`config.mk`:
```
export PLATFORM = sky130hd
export DESIGN_NAME = wvb_evt_reader
export DESIGN_NICKNAME = d
export VERILOG_FILES = /design/src/rtl/wvb_evt_reader.sv
export SDC_FILE = /design/constraint.sdc
export NUM_CORES = 1
export LEC_CHECK = 0
export CORE_UTILIZATION = 47
export DETAILED_ROUTE_END_ITERATION = 12
export GPL_ROUTABILITY_DRIVEN = 0
export PLACE_DENSITY_LB_ADDON = 0.1
export SLEW_MARGIN = 20
export SYNTH_ARGS = -nofsm -noshare
export SYNTH_HDL_FRONTEND = slang
export SYNTH_SLANG_ARGS = --single-unit
export TNS_END_PERCENT = 30
```
`constraint.sdc`:
```
create_clock -name clk -period 5.12 [get_ports clk]
set_clock_uncertainty 0.2 [all_clocks]
set_input_delay 1.024 -clock clk [delete_from_list [all_inputs] [get_ports clk]]
set_output_delay 1.024 -clock clk [all_outputs]
set_load 0.005 [all_outputs]
```
`src/rtl/wvb_evt_reader.sv`:
```
// wvb_evt_reader: pops a waveform header and its samples, streams them as 16-bit words.
// Optional WVB_RD_DISCR_EN appends a discriminator word after every sample word.
`default_nettype none

module wvb_evt_reader #(
  parameter int RD_LAT  = 1,
  parameter int OFIFO_D = 4
) (
  input  logic        clk,
  input  logic        rst,
  input  logic        en,
  input  logic [9:0]  n_wvf_in_buf,
  input  logic [79:0] hdr_data,
  output logic        hdr_rdreq,
  input  logic [21:0] wvb_data,
  output logic        wvb_rdreq,
  output logic        wvb_rddone,
  output logic [15:0] dout,
  output logic        dout_valid,
  input  logic        dout_ready,
  output logic        dout_last,
  output logic        busy,
  output logic        err_eoe,
  output logic [15:0] evt_cnt
);

  localparam int AW = $clog2(OFIFO_D);
`ifdef WVB_RD_DISCR_EN
  localparam int WPS = 2;
`else
  localparam int WPS = 1;
`endif
  localparam logic [AW:0] DEPTH_C  = (AW+1)'(OFIFO_D);
  localparam logic [15:0] CREDIT_C = 16'(OFIFO_D - WPS);

  localparam logic [2:0] S_IDLE = 3'd0;
  localparam logic [2:0] S_HDR  = 3'd1;
  localparam logic [2:0] S_HDRW = 3'd2;
  localparam logic [2:0] S_SMP  = 3'd3;
  localparam logic [2:0] S_DONE = 3'd4;
  localparam logic [2:0] S_HOLD = 3'd5;

  logic [2:0]        state_q, state_d;
  logic [1:0]        lat_q, lat_d;
  logic [2:0]        hw_idx_q, hw_idx_d;
  logic [15:0]       w0_q, w0_d;
  logic [47:0]       ltc_q, ltc_d;
  logic [12:0]       len_q, len_d;
  logic [12:0]       issue_q, issue_d;
  logic [12:0]       recv_q, recv_d;
  logic [RD_LAT-1:0] rd_pipe_q, rd_pipe_d;
  logic              hdr_rdreq_q, hdr_rdreq_d;
  logic              wvb_rdreq_q, wvb_rdreq_d;
  logic              err_q, err_d;
  logic [15:0]       evt_cnt_q, evt_cnt_d;
  logic [16:0]       mem_q [OFIFO_D];
  logic [16:0]       mem_d [OFIFO_D];
  logic [AW-1:0]     wr_ptr_q, wr_ptr_d, rd_ptr_q, rd_ptr_d;
  logic [AW:0]       cnt_q, cnt_d;

  logic        push0, push1, pop, is_last, eoe;
  logic [16:0] d0, d1;
  logic [3:0]  in_flight;
  logic [15:0] committed;
  logic [11:0] len_diff;
  logic [16:0] head;

  assign head     = mem_q[rd_ptr_q];
  assign pop      = (cnt_q != '0) && dout_ready;
  assign len_diff = hdr_data[19:8] - hdr_data[31:20];
  assign eoe      = wvb_data[0];
  assign is_last  = (recv_q == len_q - 13'd1);

`ifndef WVB_RD_DISCR_EN
  logic discr_unused;
  assign discr_unused = ^wvb_data[21:14];
`endif

  always_comb begin
    state_d     = state_q;
    lat_d       = lat_q;
    hw_idx_d    = hw_idx_q;
    w0_d        = w0_q;
    ltc_d       = ltc_q;
    len_d       = len_q;
    issue_d     = issue_q;
    recv_d      = recv_q;
    err_d       = err_q;
    evt_cnt_d   = evt_cnt_q;
    hdr_rdreq_d = 1'b0;
    wvb_rdreq_d = 1'b0;
    push0       = 1'b0;
    push1       = 1'b0;
    d0          = '0;
    d1          = '0;

    rd_pipe_d[0] = wvb_rdreq_q;
    for (int i = 1; i < RD_LAT; i++) rd_pipe_d[i] = rd_pipe_q[i-1];

    // Words already buffered plus words still owed by outstanding pops.
    in_flight = {3'b0, wvb_rdreq_q};
    for (int i = 0; i < RD_LAT; i++) in_flight = in_flight + {3'b0, rd_pipe_q[i]};
    committed = 16'(cnt_q) + 16'(WPS) * 16'(in_flight);

    case (state_q)
      S_IDLE: begin
        lat_d = 2'd0;
        if (en && n_wvf_in_buf != 10'd0) begin
          hdr_rdreq_d = 1'b1;
          state_d     = S_HDR;
        end
      end
      S_HDR: begin
        lat_d = lat_q + 2'd1;
        if (lat_q == 2'(RD_LAT)) begin
          w0_d     = {4'hA, hdr_data[7:6], hdr_data[5], hdr_data[4:0], 4'h0};
          ltc_d    = hdr_data[79:32];
          len_d    = {1'b0, len_diff} + 13'd1;
          hw_idx_d = 3'd0;
          issue_d  = '0;
          recv_d   = '0;
          state_d  = S_HDRW;
        end
      end
      S_HDRW: begin
        if (cnt_q < DEPTH_C) begin
          push0    = 1'b1;
          hw_idx_d = hw_idx_q + 3'd1;
          case (hw_idx_q)
            3'd0:    d0 = {1'b0, w0_q};
            3'd1:    d0 = {1'b0, 3'b000, len_q};
            3'd2:    d0 = {1'b0, ltc_q[47:32]};
            3'd3:    d0 = {1'b0, ltc_q[31:16]};
            default: d0 = {1'b0, ltc_q[15:0]};
          endcase
          if (hw_idx_q == 3'd4) state_d = S_SMP;
        end
      end
      S_SMP: begin
        issue_d = issue_q + {12'b0, wvb_rdreq_q};
        if (issue_d < len_q && committed <= CREDIT_C) wvb_rdreq_d = 1'b1;
        if (rd_pipe_q[RD_LAT-1]) begin
          recv_d = recv_q + 13'd1;
          err_d  = err_q | (is_last ? !eoe : eoe);
          push0  = 1'b1;
`ifdef WVB_RD_DISCR_EN
          d0    = {1'b0, eoe, wvb_data[1], 2'b00, wvb_data[13:2]};
          push1 = 1'b1;
          d1    = {is_last, 8'h00, wvb_data[21:14]};
`else
          d0    = {is_last, eoe, wvb_data[1], 2'b00, wvb_data[13:2]};
`endif
        end
        if (pop && head[16]) state_d = S_DONE;
      end
      S_DONE: begin
        evt_cnt_d = evt_cnt_q + 16'd1;
        state_d   = S_HOLD;
      end
      S_HOLD:  state_d = S_IDLE;
      default: state_d = S_IDLE;
    endcase

    mem_d = mem_q;
    if (push0) mem_d[wr_ptr_q] = d0;
    if (push1) mem_d[wr_ptr_q + AW'(1)] = d1;
    wr_ptr_d = wr_ptr_q + AW'(push0) + AW'(push1);
    rd_ptr_d = rd_ptr_q + AW'(pop);
    cnt_d    = cnt_q + (AW+1)'(push0) + (AW+1)'(push1) - (AW+1)'(pop);
  end

  always_ff @(posedge clk) begin
    if (!rst) begin
      state_q     <= S_IDLE;
      lat_q       <= '0;
      hw_idx_q    <= '0;
      w0_q        <= '0;
      ltc_q       <= '0;
      len_q       <= '0;
      issue_q     <= '0;
      recv_q      <= '0;
      rd_pipe_q   <= '0;
      hdr_rdreq_q <= 1'b0;
      wvb_rdreq_q <= 1'b0;
      err_q       <= 1'b0;
      evt_cnt_q   <= '0;
      wr_ptr_q    <= '0;
      rd_ptr_q    <= '0;
      cnt_q       <= '0;
    end else begin
      state_q     <= state_d;
      lat_q       <= lat_d;
      hw_idx_q    <= hw_idx_d;
      w0_q        <= w0_d;
      ltc_q       <= ltc_d;
      len_q       <= len_d;
      issue_q     <= issue_d;
      recv_q      <= recv_d;
      rd_pipe_q   <= rd_pipe_d;
      hdr_rdreq_q <= hdr_rdreq_d;
      wvb_rdreq_q <= wvb_rdreq_d;
      err_q       <= err_d;
      evt_cnt_q   <= evt_cnt_d;
      wr_ptr_q    <= wr_ptr_d;
      rd_ptr_q    <= rd_ptr_d;
      cnt_q       <= cnt_d;
    end
  end

  // Storage needs no reset; the pointers and count define what is valid.
  always_ff @(posedge clk) begin
    mem_q <= mem_d;
  end

  assign hdr_rdreq  = hdr_rdreq_q;
  assign wvb_rdreq  = wvb_rdreq_q;
  assign wvb_rddone = (state_q == S_DONE);
  assign busy       = (state_q != S_IDLE);
  assign err_eoe    = err_q;
  assign evt_cnt    = evt_cnt_q;
  assign dout_valid = (cnt_q != '0);
  assign dout       = dout_valid ? head[15:0] : 16'h0000;
  assign dout_last  = dout_valid & head[16];

endmodule

`default_nettype wire
```
==> flow_summary.toml, run 1 <==
[synth]
synth_area_leader_cell = "dfxtp_1"
synth_cell_types = 66
ys.flop_type = "dfxtp_1"
synth_edf_count = 68
synth_seq_cells = 199
synthTopCellsByArea = "dfxtp_1 (26%), edfxtp_1 (20%), nand2_1 (6.4%)"
synth_seq_area_share = 0.454
syn_avg_cell_area_um2 = 9.55
syn_inst = 1075
yosysTopAreaCellShare = 0.255
synth_area_mm2 = 0.0103
synthArstFlopShare = 0
yosys_warnings = 0
synth_nets = 1234

[die]
dieWidth_um = 150
io_pins = 155
core_area_mm2 = 0.0212
initial_core_util = 0.484
num_rows = 53
die_y_um = 150
die_area_mm2 = 0.0224

[clocking]
hold_buffers = 0
clkLatencyLatePin_ns = 0.45
post_cts_buffers = 0
clk_pin_slew_ns = 0.08
cts_max_level = 4
cts_root_buf = "clkbuf_16"
cts-resized-gates = 0
numCtsBuffers = 17
clock_sinks = 199
clk_path_buf_depth = 2
cts_tree = "done"

[sta]
fin_setup_tns_ns = 0
tightestPinTransition_ns = 1.02
whs_ns = 0.263
period_needed_ns = 3.99
hold_viol = 0
max_freq_mhz = 251
rsz0062_at_grt = "false"
finalMaxSlewViolations = 0
slew_headroom = 0.320
finalSetupViolations = 0
period_share = 0.779

[place]
port_buffers = 146
dp_hpwl_um = 16800

[grt]
grt_pass1_wl_um = 37700
grt_usage = 0.216
antenna_found_initial = 0
grt_pass1_vias = 7351
grt_overflow = 0
grt_max_degree = 61

[layout]
antenna_cells = 0
final_common_cell = "nand2_1"
drive_gt1_frac = 0.0619
syn_to_final_growth_pct = 21.9
final_cell_mix = "nand2_1 (175), clkdlybuf4s50_1 (145), dfxtp_1 (131)"
fin_nets = 1342

[worst_setup_path]
start_kind = "input port"
critPathArrivalTime_ns = 4.16
required_ns = 5.30
r2r_cells = 10
end_kind = "register"
crit_type = "input port to register"
cp_max_fo = 7

[routing]
via_count = 7931
drt_iter0_drc = 580
routedWlPerCell_um = 15.9
vias_per_cell = 5.39
wl_um = 23400
drt.antenna.violating_nets = 0
drt-pass1-iter-count = 7
drc = 0

[hold_path]
hp-class = "register to register"
holdPathStages = 2

[run_status]
outcome = "finished clean"

[pwr]
peakVddDrop_mv = 0.186
powerDensity_mw_per_mm2 = 310
p_leak_nw = 4.53

[job]
drv_cap = 0
==> state kept, by name (all words and copies together), names as in the netlist <==
name,flops
len_q,13
w0_q,9
evt_cnt,16
wr_ptr_q,2
err_eoe,1
state_q,3
hdr_rdreq,1
cnt_q,3
wvb_rdreq,1
ltc_q,48
rd_pipe_q,1
mem_q,68
issue_q,13
recv_q,13
lat_q,2
hw_idx_q,3
rd_ptr_q,2
==> cells in the mapped netlist, types with 2 or more instances <==
library cell  number
o21ai_1            2
nand2b_1           5
xor2_1            36
nor2b_1           20
nor3b_1            3
edfxtp_1          68
a211oi_1           3
a221oi_1           3
buf_2              3
a21oi_1           52
o211a_1            4
xnor2_1           36
and2_1            40
a222oi_1           7
fa_1               2
o2111ai_1          2
a22oi_1           27
nand3b_1           8
ha_1              41
nand2_1          175
nand3_1           19
inv_1             38
o31ai_1            2
a21o_1            10
a21boi_0          65
buf_1              2
o21a_1             4
o211ai_1           4
nor4_1             4
or3_1             12
dfxtp_1          131
clkbuf_1          59
and3_1            19
nor2_1            47
or4_1              3
and3b_1            2
o21ai_0           46
mux4_2            18
nand4_1           14
a311oi_1           2
nor3_1            12
==> final timing paths <==
kind,end,start,slack (ns)
worst max-delay path,len_q[12]$_SDFFE_PN0P_,hdr_data[20],1.13
worst min-delay path,ltc_q[14]$_SDFFE_PN0P_,ltc_q[14]$_SDFFE_PN0P_,0.26
worst max register to register,cnt_q[2]$_SDFF_PN0_,state_q[0]$_SDFFE_PN0P_,1.41
worst min register to register,ltc_q[14]$_SDFFE_PN0P_,ltc_q[14]$_SDFFE_PN0P_,0.26
==> cells by family after synthesis <==
kind of cell | count (synthesis) | share of synthesized area
AO/OA/AOI/OAI | 247 | 0.164
XOR/XNOR | 72 | 0.0614
adder cells (fa/ha/maj) | 43 | 0.0539
buffers and inverters | 102 | 0.0377
flip-flops | 199 | 0.454
multiplexers | 19 | 0.0405
AND/OR/NAND/NOR | 393 | 0.189
==> metrics by stage <==
step	setup slack [ns]	utilization	instance area (µm²)	instances	total power, mW
3_3_place_gp	0.682	0.561	11900	1439	2.56
4_1_cts	1.13	0.590	12500	1471	3.91
2_1_floorplan	1.28	-	10300	1075	2.21
3_5_place_dp	0.670	0.561	11900	1439	2.57
6_report	1.13	0.590	12500	1471	3.88
5_1_grt	0.849	0.590	12500	1471	4.06
==> power by group <==
group | internal, mW | total, mW | leakage [nW] | switching (mW)
clock | 0.667 | 1.36 | 0.295 | 0.688
combinational | 0.479 | 0.803 | 2.50 | 0.323
sequential | 1.66 | 1.72 | 1.73 | 0.0597
total | 2.80 | 3.88 | 4.53 | 1.07
==> area by class of cell <==
type	count	area [µm²]
Fill cell	1913	8700
Multi-Input combinational cell	774	5250
Sequential cell	199	4660
Timing Repair Buffer	153	1510
Clock buffer	17	425
Tap cell	275	344
Clock inverter	15	186
Inverter	38	143
==> worst max-delay path, cell delays in order <==
cell and delay [ns]:
clkdlybuf4s50_1 0.46, ha_1 0.17, inv_1 0.07, fa_1 0.43
a21o_1 0.22, a21oi_2 0.29, xnor2_1 0.22, a31oi_2 0.18
a211oi_2 0.33, nand3_2 0.11, or4b_1 0.51, a21boi_1 0.15
==> routing by layer <==
layer | GRT usage | wire, µm | vias up
met5 | 0 | 0 | -
met4 | 0.0601 | 284 | 0
met3 | 0.0341 | 1010 | 24
met2 | 0.348 | 11000 | 176
met1 | 0.300 | 11100 | 3710
li1 | - | - | 4021
Power figures use the tool's default switching activity.
==> inputs of run 2 (changes only) <==
Clock period 5.12 ns to 3.2 ns, I/O delays scaled along.
==> flow_summary.toml, run 2 (same netlist as run 1, synthesis figures left out) <==
[sta]
setup_ws_ns = 0.0919
hold_viol = 0
finalSetupViolations = 0
period_share = 0.971
whs_ns = 0.262
period_needed_ns = 3.11
tightestPinTransition_ns = 0.683
finalMaxSlewViolations = 0
slew_headroom = 0.545
max_freq_mhz = 322

[run_status]
outcome = "finished clean"

[grt]
grt_overflow = 0
use_met3 = 0.0476
grt_util_met2 = 0.381
grt_usage = 0.228
antenna_found_initial = 0
top_usage_layer = "met2"
grt_max_degree = 78
grt_pass1_wl_um = 39600
grt_pass1_vias = 7847
grt_util_met1 = 0.295

[routing]
drc = 0
drt.antenna.violating_nets = 0
vias_per_cell = 5.38
via_count = 8278
drt_iter0_drc = 589
drt-pass1-iter-count = 7
wl_um = 25000
routedWlPerCell_um = 16.3

[worst_setup_path]
critPathTopFamily = "compound AO/OA/AOI/OAI gates"
critPathArrivalTime_ns = 3.28
required_ns = 3.37
slowest_stage = "or4b_1"
crit_type = "input port to register"
r2r_cells = 12
r2r_slack_ns = 0.20
start_kind = "input port"
cp_num_cells = 10
crit_buf_inv = 2
cpPeakStageDelay_ns = 0.53
critical_path.cell_chain = "clkdlybuf4s50_1 -> ha_4 -> nand3b_1 -> a2111oi_4 -> buf_4 -> o31ai_1 -> a2bb2oi_2 -> nand3_2 -> or4b_1 -> a21boi_1"
end_kind = "register"
cp_max_fo = 6

[pwr]
peakVddDrop_mv = 0.377
clkPwrFrac = 0.340
seqPwrFrac = 0.424
powerDensity_mw_per_mm2 = 483
p_leak_nw = 4.95
p_comb_frac = 0.236
p_int_mw = 4.62
swShare = 0.277
p_switching_mw = 1.77

[die]
num_rows = 53
die_area_mm2 = 0.0224
die_y_um = 150
core_area_mm2 = 0.0212
dieWidth_um = 150
initial_core_util = 0.484
io_pins = 155

[job]
drv_cap = 0

[clocking]
hold_buffers = 0
cts_tree = "done"
clk_pin_slew_ns = 0.07
clkLatencyLatePin_ns = 0.45
cts_root_buf = "clkbuf_16"
clock_sinks = 199
clk_path_buf_depth = 2
cts_max_level = 4
numCtsBuffers = 17

[layout]
fin_nets = 1411
seq_area_mm2 = 0.00466
final_common_cell = "nand2_1"
multi_input_area_mm2 = 0.00537
syn_to_final_growth_pct = 28.7
antenna_cells = 0
fillers = 1841
final_cell_mix = "nand2_1 (175), clkdlybuf4s50_1 (137), dfxtp_1 (131)"
drive_gt1_frac = 0.130
largest_reg_flops = 68
max_flop_register = "mem_q"

[hold_path]
holdPathStages = 2
hp-class = "register to register"

[place]
dp_hpwl_um = 18300
port_buffers = 146
post-place-ws_ns = -0.826
-- run 2: through the flow --
step | std cells | utilization | setup TNS (ns) | power (mW) | instance area, µm²
3_3_place_gp | 1502 | 0.586 | -4.05 | 4.24 | 12400
6_report | 1540 | 0.623 | 0 | 6.39 | 13200
2_1_floorplan | 1075 | - | -0.0969 | 3.54 | 10300
3_5_place_dp | 1502 | 0.586 | -4.47 | 4.25 | 12400
4_1_cts | 1537 | 0.617 | 0 | 6.42 | 13100
5_1_grt | 1540 | 0.623 | -0.00727 | 6.69 | 13200
-- run 2: worst paths after layout --
path / to / startpoint
max reg2reg: wvb_rdreq$_SDFF_PN0_ / issue_q[0]$_SDFFE_PN0P_
min: ltc_q[13]$_SDFFE_PN0P_ / ltc_q[13]$_SDFFE_PN0P_
max: len_q[12]$_SDFFE_PN0P_ / hdr_data[10]
min reg2reg: ltc_q[13]$_SDFFE_PN0P_ / ltc_q[13]$_SDFFE_PN0P_
-- run 2: cell type report --
class                           count  share of cell area
Tap cell                          275              0.0260
Timing Repair Buffer              222               0.157
Inverter                           38              0.0117
Clock buffer                       17              0.0322
Sequential cell                   199               0.353
Clock inverter                     15              0.0141
Multi-Input combinational cell    774               0.406
-- run 2: timing repair --
action,in CTS,in global routing
pin swaps,10,21
setup endpoints to repair,6,4
gates resized for setup,9,26
buffers inserted,3,3
-- run 2: per-layer routing --
layer  wire, µm  part of all wire
met5          0                 0
met3       1390             0.056
met2      12200              0.49
met1      11100              0.44
met4        389             0.016
-- run 2: tightest hold or removal path, cell delays in order, from the launching register on --
cell and delay, ns:
dfxtp_1 0.31, nand2_1 0.05, a21boi_0 0.06
-- run 2: power by group through the flow --
stage,Combinational (mW),Clock (mW),Sequential [mW]
after floorplan,0.797,0,2.74
after global placement,1.47,0,2.76
after detailed placement,1.49,0,2.77
after CTS,1.51,2.21,2.71
after global routing,1.66,2.32,2.72
final,1.51,2.17,2.71
==> inputs of run 3 (changes only) <==
Settings changed: CORE_UTILIZATION 47 to 40.
==> flow_summary.toml, run 3 (same netlist as run 1, synthesis figures left out) <==
[sta]
max_freq_mhz = 323
whs_ns = 0.264
rsz0062_at_grt = "true"
period_share = 0.968
setup_ws_ns = 0.102
slew_headroom = 0.526
finalMaxSlewViolations = 0
period_needed_ns = 3.10
hold_viol = 0
fin_setup_tns_ns = 0
tightestPinTransition_ns = 0.707
finalSetupViolations = 0

[layout]
fillers = 2284
final_common_cell = "nand2_1"
seq_area_mm2 = 0.00466
drive_gt1_frac = 0.130
max_flop_register = "mem_q"
largest_reg_flops = 68
syn_to_final_growth_pct = 29.4
final_cells = 1596
antenna_cells = 0
final_cell_mix = "nand2_1 (175), clkdlybuf4s50_1 (139), dfxtp_1 (131)"
multi_input_area_mm2 = 0.00537
fin_nets = 1412

[pwr]
powerDensity_mw_per_mm2 = 481
p_total_mw = 6.39
p_int_mw = 4.62
p_switching_mw = 1.77
p_comb_frac = 0.235
clkPwrFrac = 0.341
swShare = 0.277
seqPwrFrac = 0.424
peakVddDrop_mv = 0.336
p_leak_nw = 4.94

[routing]
drt.antenna.violating_nets = 0
wl_um = 25900
drt_iter0_drc = 440
vias_per_cell = 5.14
via_count = 8210
drt-pass1-iter-count = 5
drc = 0
routedWlPerCell_um = 16.2

[die]
num_rows = 58
core_area_mm2 = 0.0252
die_area_mm2 = 0.0263
io_pins = 155
initial_core_util = 0.408
die_y_um = 162
dieWidth_um = 162

[worst_setup_path]
cpPeakStageDelay_ns = 0.52
crit_type = "input port to register"
critical_path.cell_chain = "clkdlybuf4s50_1 -> ha_4 -> or4_4 -> nor4b_4 -> a31oi_2 -> a211oi_2 -> buf_4 -> buf_4 -> buf_4 -> nand4_1 -> xnor2_1 -> a21oi_1"
cp_max_fo = 4
cpMostUsedCell = "buf_4"
r2r_cells = 12
r2r_slack_ns = 0.21
required_ns = 3.30
slowest_stage = "clkdlybuf4s50_1"
critPathArrivalTime_ns = 3.20
start_kind = "input port"
end_kind = "register"

[grt]
grt_usage = 0.201
antenna_found_initial = 0
grt_pass1_wl_um = 41600
grt_pass1_vias = 7914
grt_max_degree = 80
grt_overflow = 0

[run_status]
outcome = "finished clean"

[clocking]
clk_path_buf_depth = 2
clkLatencyLatePin_ns = 0.44
hold_buffers = 0
cts_max_level = 4
cts_root_buf = "clkbuf_16"
cts_tree = "done"
numCtsBuffers = 17
clk_pin_slew_ns = 0.07
clock_sinks = 199

[place]
post-place-ws_ns = -0.794
port_buffers = 146
dp_hpwl_um = 18500
place_inst = 1557

[job]
drv_cap = 0

[hold_path]
hp-class = "register to register"
holdPathStages = 2
[run 3: changes by cell type in the layout (fill, tap and decap cells not counted), sizes merged]
cell           previous run  this run
clkdlybuf4s50           137       139
buf                      78        79
clkdlybuf4s15             1         0
inv                      47        44
clkbuf                   17        18
dlymetal6s2s              5         3
clkinv                    6         9
[run 3: power groups by stage]
stage	clock network, mW	registers (mW)	logic, mW
after detailed placement	0	2.77	1.50
after CTS	2.22	2.71	1.51
final	2.18	2.71	1.50
after global placement	0	2.77	1.49
after floorplan	0	2.74	0.797
after global routing	2.31	2.72	1.67
[run 3: area by class of cell]
| class | instances | area share |
|---|---|---|
| clock buffers | 17 | 0.0320 |
| clock inverters | 15 | 0.0144 |
| inverters | 38 | 0.0117 |
| multi-input cells | 774 | 0.404 |
| flip-flops and latches | 199 | 0.351 |
| well taps | 330 | 0.0311 |
| repair buffers | 223 | 0.156 |
[run 3: layer usage]
metal  share of wire  GRT usage  wire [µm]
met5               0          0          0
met4           0.010     0.0519        263
met3           0.047     0.0373       1220
met2            0.48      0.334      12400
met1            0.47      0.269      12000
[run 3: through the flow]
stage / area (µm²) / utilization
finish: 13300 / 0.528
floorplan: 10300 / -
global placement: 12500 / 0.497
CTS: 13200 / 0.524
detailed placement: 12500 / 0.497
global route: 13300 / 0.528
[run 3: worst paths after layout]
check                      endpoint                 start
max          len_q[11]$_SDFFE_PN0P_          hdr_data[13]
min            w0_q[7]$_SDFFE_PN0P_  w0_q[7]$_SDFFE_PN0P_
max reg2reg    wvb_rdreq$_SDFF_PN0_  wvb_rdreq$_SDFF_PN0_
min reg2reg    w0_q[7]$_SDFFE_PN0P_  w0_q[7]$_SDFFE_PN0P_
[run 3: repair_timing]
action	in CTS	in global routing
endpoints found under the setup margin	7	6
pin swaps	13	12
setup buffers	5	2
resized for setup	12	19
[run 3: critical path, delay by kind of cell]
family / cells / cell delay, ns
buffers and inverters: 4 / 0.86
XOR/XNOR: 1 / 0.17
AND/OR/NAND/NOR: 3 / 0.87
adder cells (fa/ha/maj): 1 / 0.23
AO/OA/AOI/OAI: 3 / 0.43
